File: src/rtl/ghash_ctrl.sv
// ---------------------------------------------------------------------------
// ghash_ctrl -- GHASH sequencer driving an external gfmul_v2 multiplier.
//
// Computes Y_i = (Y_{i-1} ^ X_i) * H over a stream of 128-bit AAD/ciphertext
// blocks and returns the final Y as the GHASH tag.
//
// Build option:
//   LEN_BLOCK_EN  when defined, the block counts AAD/CT bytes and appends the
//                 GCM length block {lenA_bits, lenC_bits} itself. When
//                 undefined, the source supplies the length block as the
//                 last data block, and iBlock_type / iBlock_nbytes are unused.
//
// Parameters:
//   LEN_W        width of the internal byte counters (LEN_BLOCK_EN only)
//   GAP_CYCLES   cycles the multiplier valids stay low between operations
//
// Ports:
//   iClk, iRst          clock, synchronous active-high reset
//   iHashkey(_valid)    hash key H, captured only while idle
//   iBlock*             block stream: data, valid, last, type, byte count
//   oBlock_ready        block accepted when iBlock_valid && oBlock_ready
//   oMul_a(_valid)      multiplier operand Y ^ X
//   oMul_h(_valid)      multiplier operand H (registered copy)
//   iMul_result(_valid) multiplier product
//   oTag, oTag_valid    final GHASH value and its one-cycle strobe
//   oBusy               high from key capture until the tag strobe
// ---------------------------------------------------------------------------
module ghash_ctrl #(
    parameter int LEN_W      = 32,
    parameter int GAP_CYCLES = 1
) (
    input  logic         iClk,
    input  logic         iRst,
    input  logic [127:0] iHashkey,
    input  logic         iHashkey_valid,
    input  logic [127:0] iBlock,
    input  logic         iBlock_valid,
    input  logic         iBlock_last,
    input  logic         iBlock_type,
    input  logic [4:0]   iBlock_nbytes,
    output logic         oBlock_ready,
    output logic [127:0] oMul_a,
    output logic         oMul_a_valid,
    output logic [127:0] oMul_h,
    output logic         oMul_h_valid,
    input  logic [127:0] iMul_result,
    input  logic         iMul_result_valid,
    output logic [127:0] oTag,
    output logic         oTag_valid,
    output logic         oBusy
);

    localparam int GAP_W = (GAP_CYCLES > 1) ? $clog2(GAP_CYCLES) : 1;

    typedef enum logic [2:0] {
        S_IDLE,
        S_ACCEPT,
        S_MUL,
        S_GAP,
`ifdef LEN_BLOCK_EN
        S_LEN,
`endif
        S_DONE
    } state_t;

    state_t       state_q, state_d;
    logic [127:0] h_q, h_d;
    logic [127:0] y_q, y_d;
    logic [127:0] mul_a_q, mul_a_d;
    logic         mul_valid_q, mul_valid_d;
    logic         ready_q, ready_d;
    logic         busy_q, busy_d;
    logic [127:0] tag_q, tag_d;
    logic         tag_valid_q, tag_valid_d;
    logic         last_q, last_d;
    // Set during the first MUL cycle, where a result strobe is stale.
    logic         first_q, first_d;
    logic [GAP_W-1:0] gap_q, gap_d;

`ifdef LEN_BLOCK_EN
    logic [LEN_W-1:0] aad_q, aad_d;
    logic [LEN_W-1:0] ct_q, ct_d;
    // Set once the length block has been multiplied in.
    logic             len_q, len_d;
    logic [4:0]       nb_eff;
    logic [63:0]      aad_bits;
    logic [63:0]      ct_bits;

    // A byte count of 0 encodes a full 16-byte block.
    assign nb_eff   = (iBlock_nbytes == 5'd0) ? 5'd16 : iBlock_nbytes;
    assign aad_bits = 64'(aad_q) << 3;
    assign ct_bits  = 64'(ct_q) << 3;
`else
    logic unused_cfg;
    assign unused_cfg = ^{iBlock_type, iBlock_nbytes};
`endif

    // NOTE: every variable gets its hold value first, so no path leaves one
    // unassigned and no latch is inferred.
    always_comb begin
        state_d     = state_q;
        h_d         = h_q;
        y_d         = y_q;
        mul_a_d     = mul_a_q;
        mul_valid_d = mul_valid_q;
        ready_d     = ready_q;
        busy_d      = busy_q;
        tag_d       = tag_q;
        tag_valid_d = 1'b0;
        last_d      = last_q;
        first_d     = first_q;
        gap_d       = gap_q;
`ifdef LEN_BLOCK_EN
        aad_d       = aad_q;
        ct_d        = ct_q;
        len_d       = len_q;
`endif

        case (state_q)
            S_IDLE: begin
                if (iHashkey_valid) begin
                    h_d     = iHashkey;
                    y_d     = '0;
                    busy_d  = 1'b1;
                    ready_d = 1'b1;
                    state_d = S_ACCEPT;
`ifdef LEN_BLOCK_EN
                    aad_d   = '0;
                    ct_d    = '0;
                    len_d   = 1'b0;
`endif
                end
            end

            S_ACCEPT: begin
                if (iBlock_valid && ready_q) begin
                    mul_a_d     = y_q ^ iBlock;
                    last_d      = iBlock_last;
                    ready_d     = 1'b0;
                    mul_valid_d = 1'b1;
                    first_d     = 1'b1;
                    state_d     = S_MUL;
`ifdef LEN_BLOCK_EN
                    if (iBlock_type) begin
                        ct_d = ct_q + LEN_W'(nb_eff);
                    end else begin
                        aad_d = aad_q + LEN_W'(nb_eff);
                    end
`endif
                end
            end

            S_MUL: begin
                first_d = 1'b0;
                if (iMul_result_valid && !first_q) begin
                    y_d         = iMul_result;
                    mul_valid_d = 1'b0;
                    gap_d       = GAP_W'(GAP_CYCLES - 1);
                    state_d     = S_GAP;
                end
            end

            S_GAP: begin
                if (gap_q != '0) begin
                    gap_d = gap_q - GAP_W'(1);
                end else if (!last_q) begin
                    ready_d = 1'b1;
                    state_d = S_ACCEPT;
`ifdef LEN_BLOCK_EN
                end else if (!len_q) begin
                    state_d = S_LEN;
`endif
                end else begin
                    tag_d       = y_q;
                    tag_valid_d = 1'b1;
                    busy_d      = 1'b0;
                    state_d     = S_DONE;
                end
            end

`ifdef LEN_BLOCK_EN
            S_LEN: begin
                mul_a_d     = y_q ^ {aad_bits, ct_bits};
                len_d       = 1'b1;
                mul_valid_d = 1'b1;
                first_d     = 1'b1;
                state_d     = S_MUL;
            end
`endif

            S_DONE: begin
                state_d = S_IDLE;
            end

            default: begin
                state_d = S_IDLE;
            end
        endcase
    end

    // NOTE: state registers use non-blocking assignments so every flop
    // samples the pre-edge values regardless of statement order.
    always_ff @(posedge iClk) begin
        if (iRst) begin
            state_q     <= S_IDLE;
            h_q         <= '0;
            y_q         <= '0;
            mul_a_q     <= '0;
            mul_valid_q <= 1'b0;
            ready_q     <= 1'b0;
            busy_q      <= 1'b0;
            tag_q       <= '0;
            tag_valid_q <= 1'b0;
            last_q      <= 1'b0;
            first_q     <= 1'b0;
            gap_q       <= '0;
`ifdef LEN_BLOCK_EN
            aad_q       <= '0;
            ct_q        <= '0;
            len_q       <= 1'b0;
`endif
        end else begin
            state_q     <= state_d;
            h_q         <= h_d;
            y_q         <= y_d;
            mul_a_q     <= mul_a_d;
            mul_valid_q <= mul_valid_d;
            ready_q     <= ready_d;
            busy_q      <= busy_d;
            tag_q       <= tag_d;
            tag_valid_q <= tag_valid_d;
            last_q      <= last_d;
            first_q     <= first_d;
            gap_q       <= gap_d;
`ifdef LEN_BLOCK_EN
            aad_q       <= aad_d;
            ct_q        <= ct_d;
            len_q       <= len_d;
`endif
        end
    end

    assign oBlock_ready = ready_q;
    assign oMul_a       = mul_a_q;
    assign oMul_a_valid = mul_valid_q;
    assign oMul_h       = h_q;
    assign oMul_h_valid = mul_valid_q;
    assign oTag         = tag_q;
    assign oTag_valid   = tag_valid_q;
    assign oBusy        = busy_q;

endmodule

File: config.mk
export PLATFORM = sky130hd
export DESIGN_NAME = ghash_ctrl
export DESIGN_NICKNAME = d
export VERILOG_FILES = /design/src/rtl/ghash_ctrl.sv
export SDC_FILE = /design/constraint.sdc
export NUM_CORES = 1
export LEC_CHECK = 0
export CAP_MARGIN = 20
export CELL_PAD_IN_SITES_DETAIL_PLACEMENT = 1
export CELL_PAD_IN_SITES_GLOBAL_PLACEMENT = 1
export CORE_AREA = 2 2 303 305
export CTS_CLUSTER_DIAMETER = 120
export DETAILED_ROUTE_END_ITERATION = 10
export DIE_AREA = 0 0 305 307
export PLACE_DENSITY_LB_ADDON = 0.1
export SETUP_SLACK_MARGIN = 0.4
export SLEW_MARGIN = 20
export SYNTH_ARGS = -nofsm -noshare
export SYNTH_HDL_FRONTEND = slang
export SYNTH_SLANG_ARGS = --single-unit
File: constraint.sdc
create_clock -name iClk -period 1.7 [get_ports iClk]
set_input_delay 0.255 -clock iClk [delete_from_list [all_inputs] [get_ports iClk]]
set_output_delay 0.255 -clock iClk [all_outputs]
set_load 0.03 [all_outputs]
== After elaboration in Yosys (flattened, before gate mapping) ==
Cells that the tools add are included.

* Add/sub/neg operators: 1
* Equality and inequality tests: 9
* Mux-type cells: 24
* Bitwise operators: 3
* Reductions and logical operators: 20

{| class="wikitable"
|+ Operators with widths
! kind !! count
|-
| $mux 128 || 2
|-
| $pmux 128 s2 || 1
|-
| $xor 128x128->128 || 1
|-
| $mux 3 || 5
|-
| $ne 2x2->1 const B || 6
|-
| $pmux 3 s4 || 1
|-
| $mux 1 || 10
|-
| $reduce_and 3->1 || 3
|-
| $pmux 1 s2 || 4
|-
| $reduce_and 2->1 || 4
|-
| $reduce_and 4->1 || 2
|-
| $reduce_bool 2->1 || 4
|-
| $eq 3x2->1 const B || 2
|-
| $reduce_and 5->1 || 1
|-
| $eq 3x1->1 const B || 1
|-
| $logic_not 3->1 || 1
|-
| $pmux 1 s3 || 1
|-
| $reduce_bool 3->1 || 1
|-
| $reduce_or 3->1 || 1
|-
| $logic_and 1x1->1 || 2
|-
| $not 1->1 || 2
|-
| $logic_not 1->1 || 1
|-
| $sub 1x1->1 const B || 1
|}

* Flip-flop bits (word level): 522
* Input port bits: 396
* Output and inout port bits: 389
* Logic and storage cells: 69

== Depth between registers and ports, before layout ==
Gate-level depths: netlist of run 1.

* Depth in word-level cells: 4
* Gate-level depth with buffers: 7

== Worst setup path before layout of run 1 ==
OpenSTA, ideal clock, no wires.

* Path kind: register to register
* Start point: register ready_q, in the netlist oBlock_ready
* End point: register mul_a_q[118], in the netlist oMul_a[118]
* Setup time: 0.116 ns
* Arrival: 1.531 ns
* Data required time: 1.584 ns
* Path slack: 0.053 ns
* Stages on the path, launching flop included: 7
* Buffers on the path: 3
* Period minus slack after synthesis: 1.647 ns
* Path through: dfxtp_1 -> nand4b_4 -> or2_1 -> clkbuf_1 -> buf_6 -> buf_6 -> a31o_1

* Cells in the longest elaborated chain, start to end: 2

{| class="wikitable"
|+ Ends and longest elaborated chain
! what !! line !! RTL
|-
| start: declaration || 71 || <nowiki>logic ready_q, ready_d;</nowiki>
|-
| start signal: assignment || 228 || <nowiki>ready_q <= ready_d;</nowiki>
|-
| $logic_and 1x1->1 || 136 || <nowiki>if (iBlock_valid && ready_q) begin</nowiki>
|-
| $reduce_and 2->1 (no source line) || -- ||
|-
| end signal: assignment || 226 || <nowiki>mul_a_q <= mul_a_d;</nowiki>
|-
| end: declaration || 69 || <nowiki>logic [127:0] mul_a_q, mul_a_d;</nowiki>
|}

No other way between the ends.
A chain may end at the register's enable or synchronous reset.

== Worst setup path in the final report of run 1 ==
* Start point: register mul_a_q[71], in the netlist oMul_a[71]
* End point: output port oMul_a[71]

{| class="wikitable"
|+ RTL lines
! what !! line !! RTL
|-
| end: declaration || 42 || <nowiki>output logic [127:0] oMul_a,</nowiki>
|}

No word-level cell between the ends.

==> metrics.cfg, run 1 <==
[outcome]
status=finished with violations
violations=negative hold slack

[global_routing]
grt_busiest_layer=met2
antenna_found_initial=19
grtUsageTotal_pct=19.2
use_met1_pct=21.6
grtUsageMet3_pct=5.51
grt_max_degree=72
grt_pass1_vias=19900
grt_overflow=0
met2_usage_pct=34.1
grt_pass1_wl_um=135000

[critical_path]
cp_slowest_cell=dlygate4sd2_1
critPathMaxFanout=2
max_stage_delay_ps=410
crit_chain=dlygate4sd2_1
crit-reg2reg-launch=state_q[1]
regToRegSetupSlack_ps=90
critPathTopFamily=buffers and inverters
critPathKind=reg -> out
worstSetupStartpointType=flip-flop
worstSetupStartpoint=oMul_a[71]
worstReg2RegEnd=oMul_h[78]
crit_required_ps=1440
reg2regPathDepth=4
cp.arrival_ps=1370
path_buf_inv=1
end_kind=output port

[cells_and_area]
nets=3362
drive_above_1_share_pct=20.7
area_growth_pct=68.9
post-route-util_pct=36.2

[sta]
hold_violations=1
min_period_ps=1620
setup_slack_ps=79.5
rsz0062_at_grt=true
fin_crit_sh_pct=95.3
clock_skew_ps=13.8
setup_viol=0
timing.fmax_mhz=617
drv_slew=0
hold-worst-slack_ps=-30.3
maxSlewHeadroom_pct=60.7
worst_slew_pin_slew_ps=589

[clock_tree]
path_clk_slew_ps=60
cts_root_buf=clkbuf_16
cts_tree=built
clock_sinks=521
clk_latency_ps=600
htree_levels=3
cts_buffer_depth=3
cts_hold_buf=2
cts_buffers=66

[power_and_ir_drop]
cellPowerDensity_nw_per_um2=928
cellLeakagePower_nw=12.3
peakVddDrop_v=0.000523

[detailed_routing]
drt_iter0_markers=836
drt-wirelength-per-cell_um=24.0
num_vias=19400
first_pass_iters=4
drtAntennaViolNets=0
avgViaCountPerCell=4.60
drc=0
wirelength_um=101000

[placed_design]
gp_congestion=0.799
port_buffers=778
dp_hpwl_um=66700
place_worst_setup_slack_ps=-224

[yosys]
synth_cell_type_count=33
yosysWarnings=0
netlist_area_um2=19400
yosysSeqAreaShare_pct=53.6
avgSynthCellArea_um2=8.99
synth_cells=2163
syn-num-nets=2559
ys_ff_latch=521

[floorplanning]
io_pins=785
rows=111
coreArea_um2=90700
dieArea_um2=93600
start_util_pct=21.4
dieWidth_um=305
die_y_um=307

[worst_hold_path]
hold-path-endpoint=state_q[1]
hp-start=iRst
hold_class=in -> reg
hold_depth=3

[flow_run]
max-cap-violations=0

## how the worst max path moves through the flow
stage                  endpoint  slack [ps]  cells after the start
floorplan           oMul_a[118]         170                      7
detailed placement   oMul_h[72]        -220                      5
finish               oMul_a[71]          80                      1
global placement     oMul_h[99]        -180                      5
global route           y_q[125]          20                      6
CTS                    y_q[124]          40                      6
## layout make-up
type	instances	area, um2
fillers	10300	57800
flip-flops and latches	521	10600
repair buffers	937	9960
multi-input cells	1438	8630
clock buffers	99	2000
well taps	1186	1480
clock inverters	16	145
diodes	12	30.0
inverters	2	15.0
## metal layers
metal  vias up  wire length [um]
li1       9128                 -
met1      9489             40400
met2       593             51100
met3       140              6530
met4        14              2910
met5         -                97
## synth_stat cells
master | count | area (um2)
nor4b_1 | 1 | 8.76
a21oi_1 | 260 | 1300
nand2_1 | 641 | 2410
a311oi_1 | 1 | 8.76
nand3b_1 | 1 | 7.51
nand4b_1 | 1 | 8.76
nor4b_2 | 1 | 15.0
o221a_2 | 1 | 11.3
or2_2 | 1 | 6.26
a31oi_1 | 1 | 6.26
or4b_1 | 1 | 10.0
buf_6 | 11 | 124
nor2_1 | 5 | 18.8
clkinv_1 | 1 | 3.75
nor3_1 | 1 | 5.00
and4b_1 | 1 | 10.0
nor4_2 | 1 | 12.5
or2_1 | 2 | 12.5
buf_1 | 2 | 7.51
o21ai_0 | 1 | 5.00
a31o_2 | 30 | 263
o2bb2ai_1 | 128 | 1120
buf_4 | 3 | 22.5
xnor2_1 | 128 | 1120
nand4b_4 | 1 | 23.8
dfxtp_1 | 521 | 10400
nor4_1 | 128 | 801
buf_2 | 65 | 325
clkbuf_1 | 121 | 454
inv_1 | 1 | 3.75
o211a_1 | 1 | 10.0
a31o_1 | 99 | 867
nand2b_1 | 2 | 12.5
## through the flow
step | cell area (um2) | power [mW] | TNS, ps | instances
4_1_cts | 31400 | 30.6 | 0 | 4147
6_report | 32800 | 30.5 | 0 | 4211
2_1_floorplan | 19700 | 14.4 | 0 | 2163
3_5_place_dp | 29100 | 16.5 | -49600 | 4015
3_3_place_gp | 29100 | 16.5 | -41960 | 4015
5_1_grt | 32800 | 31.8 | 0 | 4210
## worst register-to-register path, stage by stage (launching register included)
cell and delay (ps):
dfxtp_2 350, or4b_4 680, buf_12 240, nand2_1 130, a21oi_1 70
## cells in the final DEF (no fill, tap or decap), drive strengths merged, types with 5 or more instances in the layout
cell and n:
nor2 5, clkdlybuf4s15 112, dfxtp 521, a31o 129
nand2 641, nor4 129, buf 250, clkbuf 144
o2bb2ai 128, dlygate4sd2 140, xnor2 128, clkdlybuf4s50 388
diode 12, a21oi 260, inv 6, clkinv 10
## state kept, by name, summed over array words and instances, names as in the netlist
signal        flops
first_q           1
oBlock_ready      1
state_q           3
oBusy             1
y_q             128
oMul_a_valid      1
oTag            128
oTag_valid        1
last_q            1
oMul_h          128
oMul_a          128
## report_power, final
part	leakage (nW)	switching, mW	total, mW	internal (mW)
logic	6.98	2.01	3.83	1.81
clock network	1.06	5.68	14.0	8.29
registers	4.28	0.173	12.7	12.5
total	12.3	7.87	30.5	22.6
## cell families (layout without fill, tap and decap cells)
family	count (synthesis)	after routing	synth area share [%]
xor gates and xnor gates	128	128	5.77
and+or+nand+nor	788	788	17.3
buffers and inverters	204	1054	4.84
AOI/OAI and AO/OA	522	522	18.5
DFF	521	521	53.6
other	0	12	0
## what timing repair did
| item | 4_1_cts | 5_1_grt |
|---|---|---|
| cloned | 3 | 32 |
| endpoints found under the hold margin | 4 | 1 |
| pin swaps | 1 | 3 |
| endpoints found under the setup margin | 907 | 907 |
| buffers inserted | 12 | 20 |
| resized for setup | 1077 | 353 |
(Power assumes the default switching activity.)
==> run 2, diff against run 1 <==
--- a/config.mk
+++ b/config.mk
@@ -12,6 +12,7 @@
 export CTS_CLUSTER_DIAMETER = 120
 export DETAILED_ROUTE_END_ITERATION = 10
 export DIE_AREA = 0 0 305 307
+export HOLD_SLACK_MARGIN = 0.06
 export PLACE_DENSITY_LB_ADDON = 0.1
 export SETUP_SLACK_MARGIN = 0.4
 export SLEW_MARGIN = 20
==> run 2 against run 1 <==
Maximum frequency rose by 0.11%. The run still ends with negative hold slack left. Hold slack improved by 2.7 ps. Routed wire length decreased by 0.19%. Non-clock buffer count is 2 lower. Largest power group unchanged. Clock skew grew 1.1 ps. Setup slack gained 1.8 ps. First-iteration DRC count fell by 3.8%. Largest cell class unchanged. Via count down 0.11%. Register-to-register slack about the same. Sequential share of layout area is essentially flat. Flip-flop and latch count unchanged.
==> metrics.cfg, run 2 (synthesized netlist as in run 1, its figures left out) <==
[critical_path]
cp_slowest_cell=dlygate4sd2_1
max_stage_delay_ps=410  ; about the same
end_kind=output port
crit-reg2reg-launch=state_q[1]
critPathTopFamily=buffers and inverters
cp.arrival_ps=1360  ; about the same
critPathKind=reg -> out
worstSetupStartpointType=flip-flop
worstReg2RegEnd=oMul_h[78]
path_buf_inv=1  ; unchanged
crit_required_ps=1440  ; about the same
critPathMaxFanout=2  ; unchanged
crit_chain=dlygate4sd2_1
reg2regPathDepth=4  ; unchanged
regToRegSetupSlack_ps=90  ; about the same

[cells_and_area]
post-route-util_pct=36.2  ; about the same
fin_area_um2=32800  ; about the same
nets=3360  ; -0.059%
area_growth_pct=68.9  ; about the same
drive_above_1_share_pct=20.7  ; about the same
final_common_cell=nand2_1
mostFrequentLayoutCells=nand2_1, dfxtp_1, clkdlybuf4s50_1
fin_cells=4209  ; -0.047%

[detailed_routing]
wirelength_um=101000  ; -0.19%
num_vias=19300  ; -0.11%
wl_met2_um=50900  ; -0.48%
drc=0  ; unchanged
drt_iter0_markers=804  ; -3.8%
first_pass_iters=5  ; +1
drt-wirelength-per-cell_um=24.0  ; -0.14%
dr.max_layer_used=met5
drtAntennaViolNets=0  ; unchanged
met3_length_um=6270  ; -3.9%
wirelength_met1_um=40600  ; +0.57%
avgViaCountPerCell=4.60  ; about the same

[global_routing]
grt_overflow=0  ; unchanged
grtUsageTotal_pct=19.2  ; about the same
grt_pass1_vias=19900  ; -0.040%
grt_pass1_wl_um=135000  ; about the same
antenna_found_initial=18  ; -1
grt_max_degree=72  ; unchanged

[sta]
setup_viol=0  ; unchanged
setup_slack_ps=81.3  ; +1.84 ps
setup_tns_ps=0  ; unchanged
clock_skew_ps=14.9  ; +1.12 ps
hold_violations=1  ; unchanged
drv_slew=0  ; unchanged
rsz0062_at_grt=true
hold-worst-slack_ps=-27.7  ; +2.69 ps
maxSlewHeadroom_pct=61.0  ; +0.33 points
min_period_ps=1620  ; -1.84 ps
timing.fmax_mhz=618  ; +0.11%
fin_crit_sh_pct=95.2  ; -0.11 points
worst_slew_pin_slew_ps=585  ; -4.89 ps

[power_and_ir_drop]
clkPwrFrac_pct=45.8  ; about the same
p_comb_share_pct=12.6  ; about the same
switching_share_pct=25.8  ; -0.045 points
internal_power_mw=22.6  ; about the same
design_power_total_mw=30.5  ; about the same
switchingPower_mw=7.85  ; -0.24%
seq_power_share_pct=41.6  ; about the same
cellLeakagePower_nw=12.3  ; about the same
cellPowerDensity_nw_per_um2=927  ; about the same
peakVddDrop_v=0.000521  ; -0.21%

[worst_hold_path]
hold_depth=3  ; unchanged
hold_class=in -> reg
hold-path-endpoint=state_q[1]
hp-start=iRst

[clock_tree]
cts_hold_buf=1  ; -1
htree_levels=3  ; unchanged
path_clk_slew_ps=60  ; about the same
clk_latency_ps=600  ; about the same
cts_buffers=66  ; unchanged
cts_buffer_depth=3  ; unchanged
cts_tree=built
clock_sinks=521  ; unchanged
cts_root_buf=clkbuf_16

[placed_design]
dp.cells=4015  ; unchanged
port_buffers=778  ; unchanged
place_area_um2=29100  ; unchanged
place_worst_setup_slack_ps=-224  ; unchanged
gp_congestion=0.799  ; unchanged
dp_hpwl_um=66700  ; unchanged

[floorplanning]
die_y_um=307  ; unchanged
dieWidth_um=305  ; unchanged
io_pins=785  ; unchanged
rows=111  ; unchanged
start_util_pct=21.4  ; unchanged
coreArea_um2=90700  ; unchanged
dieArea_um2=93600  ; unchanged

[outcome]
status=finished with violations
violations=negative hold slack

[flow_run]
max-cap-violations=0  ; unchanged

[run 2: cell types whose count changed in the layout (fill, tap and decap cells not counted), sizes merged]
cell         before  now
buf             250  249
dlygate4sd3       2    1
[run 2: per-layer routing]
metal  global-route usage [%]  vias to the layer above
li1                         -                     9128
met1                     21.5                     9464
met3                     5.51                      143
met4                     7.33                       12
met2                     34.2                      595
met5                        0                        -
[run 2: how the worst max path moves through the flow]
stage               slack [ps]           start          end  depth (start not counted)
detailed placement        -220  iHashkey_valid   oMul_h[72]                          5
floorplan                  170      state_q[1]  oMul_a[118]                          7
global placement          -180  iHashkey_valid   oMul_h[99]                          5
global route                20      state_q[0]     y_q[125]                          6
CTS                         40      state_q[2]     y_q[124]                          6
finish                      80      oMul_a[71]   oMul_a[71]                          1
[run 2: final cells by class]
class / instances / area, um2
Fill cell: 10300 / 57900
Clock inverter: 16 / 145
Sequential cell: 521 / 10600
Timing Repair Buffer: 935 / 9950
Antenna cell: 12 / 30.0
Tap cell: 1186 / 1480
Inverter: 2 / 15.0
Multi-Input combinational cell: 1438 / 8630
Clock buffer: 99 / 2000
[run 2: worst register-to-register path: stages (launching register included)]
cell and delay, ps:
dfxtp_2 350, or4b_4 680, buf_12 240, nand2_1 140, a21oi_1 70
[run 2: power groups by stage]
stage / Clock, mW / Sequential (mW) / Combinational [mW]
2_1_floorplan: 0 / 13.4 / 0.996
3_3_place_gp: 0 / 12.9 / 3.54
3_5_place_dp: 0 / 12.9 / 3.56
4_1_cts: 14.4 / 12.7 / 3.54
5_1_grt: 15.0 / 12.7 / 4.05
6_report: 14.0 / 12.7 / 3.83
[run 2: timing repair]
action	4_1_cts	5_1_grt
gates resized for setup	1077	358
gates cloned	3	32
setup buffers	12	19
pin swaps	1	3
setup endpoints to repair	907	907
hold endpoints to repair	7	2
==> run 3, diff against run 2 <==
==> constraint.sdc (replaced) <==
create_clock -name iClk -period 1.8 [get_ports iClk]
set_input_delay 0.27 -clock iClk [delete_from_list [all_inputs] [get_ports iClk]]
set_output_delay 0.27 -clock iClk [all_outputs]
set_load 0.03 [all_outputs]
==> run 3 against run 2 <==
The run still ends with negative hold slack left. Setup slack better by 65 ps. Clock-buffer cell count down 3. Routed wire length up 4.2%. Final area up 7.6%. Cell count up 0.24%. First-iteration DRC count up 5.0%. Register-to-register slack better by 60 ps. Clock skew up 19 ps. Non-clock buffer count up 6. Critical path type is now reg -> reg. Critical endpoint is now oMul_h[80]. Largest power group unchanged.
==> metrics.cfg, run 3 (synthesized netlist as in run 1, its figures left out) <==
[detailed_routing]
drt_iter0_markers=844  ; +5.0%
avgViaCountPerCell=4.65  ; +1.3%
num_vias=19600  ; +1.5%
drtAntennaViolNets=0  ; unchanged
drt-wirelength-per-cell_um=24.9  ; +3.9%
wirelength_um=105000  ; +4.2%
drc=0  ; unchanged
first_pass_iters=5  ; unchanged

[placed_design]
port_buffers=778  ; unchanged
dp_hpwl_um=66500  ; -0.37%
gp_congestion=0.795  ; -0.50%
dp.cells=3999  ; -0.40%
place_worst_setup_slack_ps=-150  ; +74.3 ps

[floorplanning]
dieWidth_um=305  ; unchanged
die_y_um=307  ; unchanged
dieArea_um2=93600  ; unchanged
start_util_pct=21.4  ; unchanged
rows=111  ; unchanged
coreArea_um2=90700  ; unchanged
io_pins=785  ; unchanged

[sta]
drv_slew=0  ; unchanged
hold_violations=1  ; unchanged
worst_slew_pin_slew_ps=844  ; +260 ps
clock_skew_ps=33.8  ; +18.9 ps
rsz0062_at_grt=true
maxSlewHeadroom_pct=43.7  ; -17 points
timing.fmax_mhz=605
setup_viol=0  ; unchanged
hold-worst-slack_ps=-32.7  ; -5.02 ps
setup_slack_ps=146  ; +65.0 ps
min_period_ps=1650
fin_crit_sh_pct=91.9
setup_tns_ps=0  ; unchanged

[global_routing]
antenna_found_initial=32  ; +14
grtUsageTotal_pct=19.5  ; +0.29 points
grt_pass1_wl_um=137000  ; +1.7%
grt_max_degree=119  ; +65%
grt_pass1_vias=20000  ; +0.83%
grt_overflow=0  ; unchanged

[cells_and_area]
drive_above_1_share_pct=42.4  ; +22 points
mostFrequentLayoutCells=nand2_1, buf_6, clkdlybuf4s50_1
final_common_cell=nand2_1
nets=3368  ; +0.24%
area_growth_pct=81.8
fillers=10000  ; -2.6%
fin_cells=4219  ; +0.24%

[clock_tree]
htree_levels=3  ; unchanged
cts_root_buf=clkbuf_16
cts_hold_buf=1  ; unchanged
clk_latency_ps=620  ; +20 ps
clock_sinks=521  ; unchanged
cts_buffers=66  ; unchanged
cts_buffer_depth=3  ; unchanged
path_clk_slew_ps=60  ; about the same
cts_tree=built

[critical_path]
worstSetupStartpointType=flip-flop
critPathMaxFanout=8  ; +6
critPathKind=reg -> reg
cp.arrival_ps=2160  ; +800 ps
crit_required_ps=2310  ; +870 ps
end_kind=flip-flop
regToRegSetupSlack_ps=150  ; +60 ps

[flow_run]
max-cap-violations=0  ; unchanged

[power_and_ir_drop]
cellLeakagePower_nw=12.9  ; +4.8%
peakVddDrop_v=0.000615  ; +18%
cellPowerDensity_nw_per_um2=830  ; -11%
design_power_total_mw=29.3  ; -3.7%

[worst_hold_path]
hold_class=in -> reg

[outcome]
violations=negative hold slack
status=finished with violations

==> run 3: cell types whose count changed in the layout (fill, tap and decap cells not counted), sizes merged <==
cell | previous run | this run
clkdlybuf4s15 | 112 | 0
clkbuf | 144 | 124
buf | 249 | 524
clkinv | 10 | 15
inv | 6 | 4
dlygate4sd2 | 140 | 0
or2 | 3 | 5
diode | 12 | 13
bufinv | 1 | 2
==> run 3: worst paths after layout <==
check / to / depth (start not counted) / start
max: oMul_h[80] / 7 / state_q[0]
max reg2reg: oMul_h[80] / 7 / state_q[0]
min: state_q[1] / 3 / iRst
min reg2reg: oTag[5] / 2 / oTag[5]
==> run 3: critical path, stage by stage (launching register included) <==
cell and delay, ps:
dfxtp_4 370, buf_6 130, nor4b_4 280, buf_6 190, buf_12 180, clkbuf_16 200
nand2_1 60, a21oi_1 130
==> run 3: where the power goes <==
group	switching [mW]	internal, mW
clock	5.55	7.83
sequential	0.211	11.8
combinational	1.98	1.93
==> run 3: per-stage QoR <==
stage / utilization [%] / area, um2
6_report: 39.0 / 35300
4_1_cts: 35.0 / 31700
3_3_place_gp: 32.0 / 29000
5_1_grt: 39.0 / 35300
3_5_place_dp: 32.0 / 29000
2_1_floorplan: - / 19700
==> run 3: final cells by class <==
type | instances | area [um2] | area share [%]
diodes | 13 | 32.5 | 0.0920
clock buffers | 96 | 1940 | 5.48
clock inverters | 20 | 244 | 0.690
inverters | 2 | 15.0 | 0.0425
multi-input cells | 1440 | 9740 | 27.5
flip-flops and latches | 521 | 10900 | 30.9
well taps | 1186 | 1480 | 4.20
repair buffers | 941 | 11000 | 31.0
==> run 3: repair_timing <==
item                                    CTS  global route
resized for setup                      1300          2375
setup endpoints to repair               908           898
pin swaps                                 1            88
gates cloned                              2            44
endpoints found under the hold margin     4             2
buffers inserted                         12            32
==> run 3: per-layer routing <==
metal  wire length, um  GRT usage [%]
met3              7140           6.73
met2             51800           33.0
met5               241              0
met4              3610           8.07
met1             42300           22.3
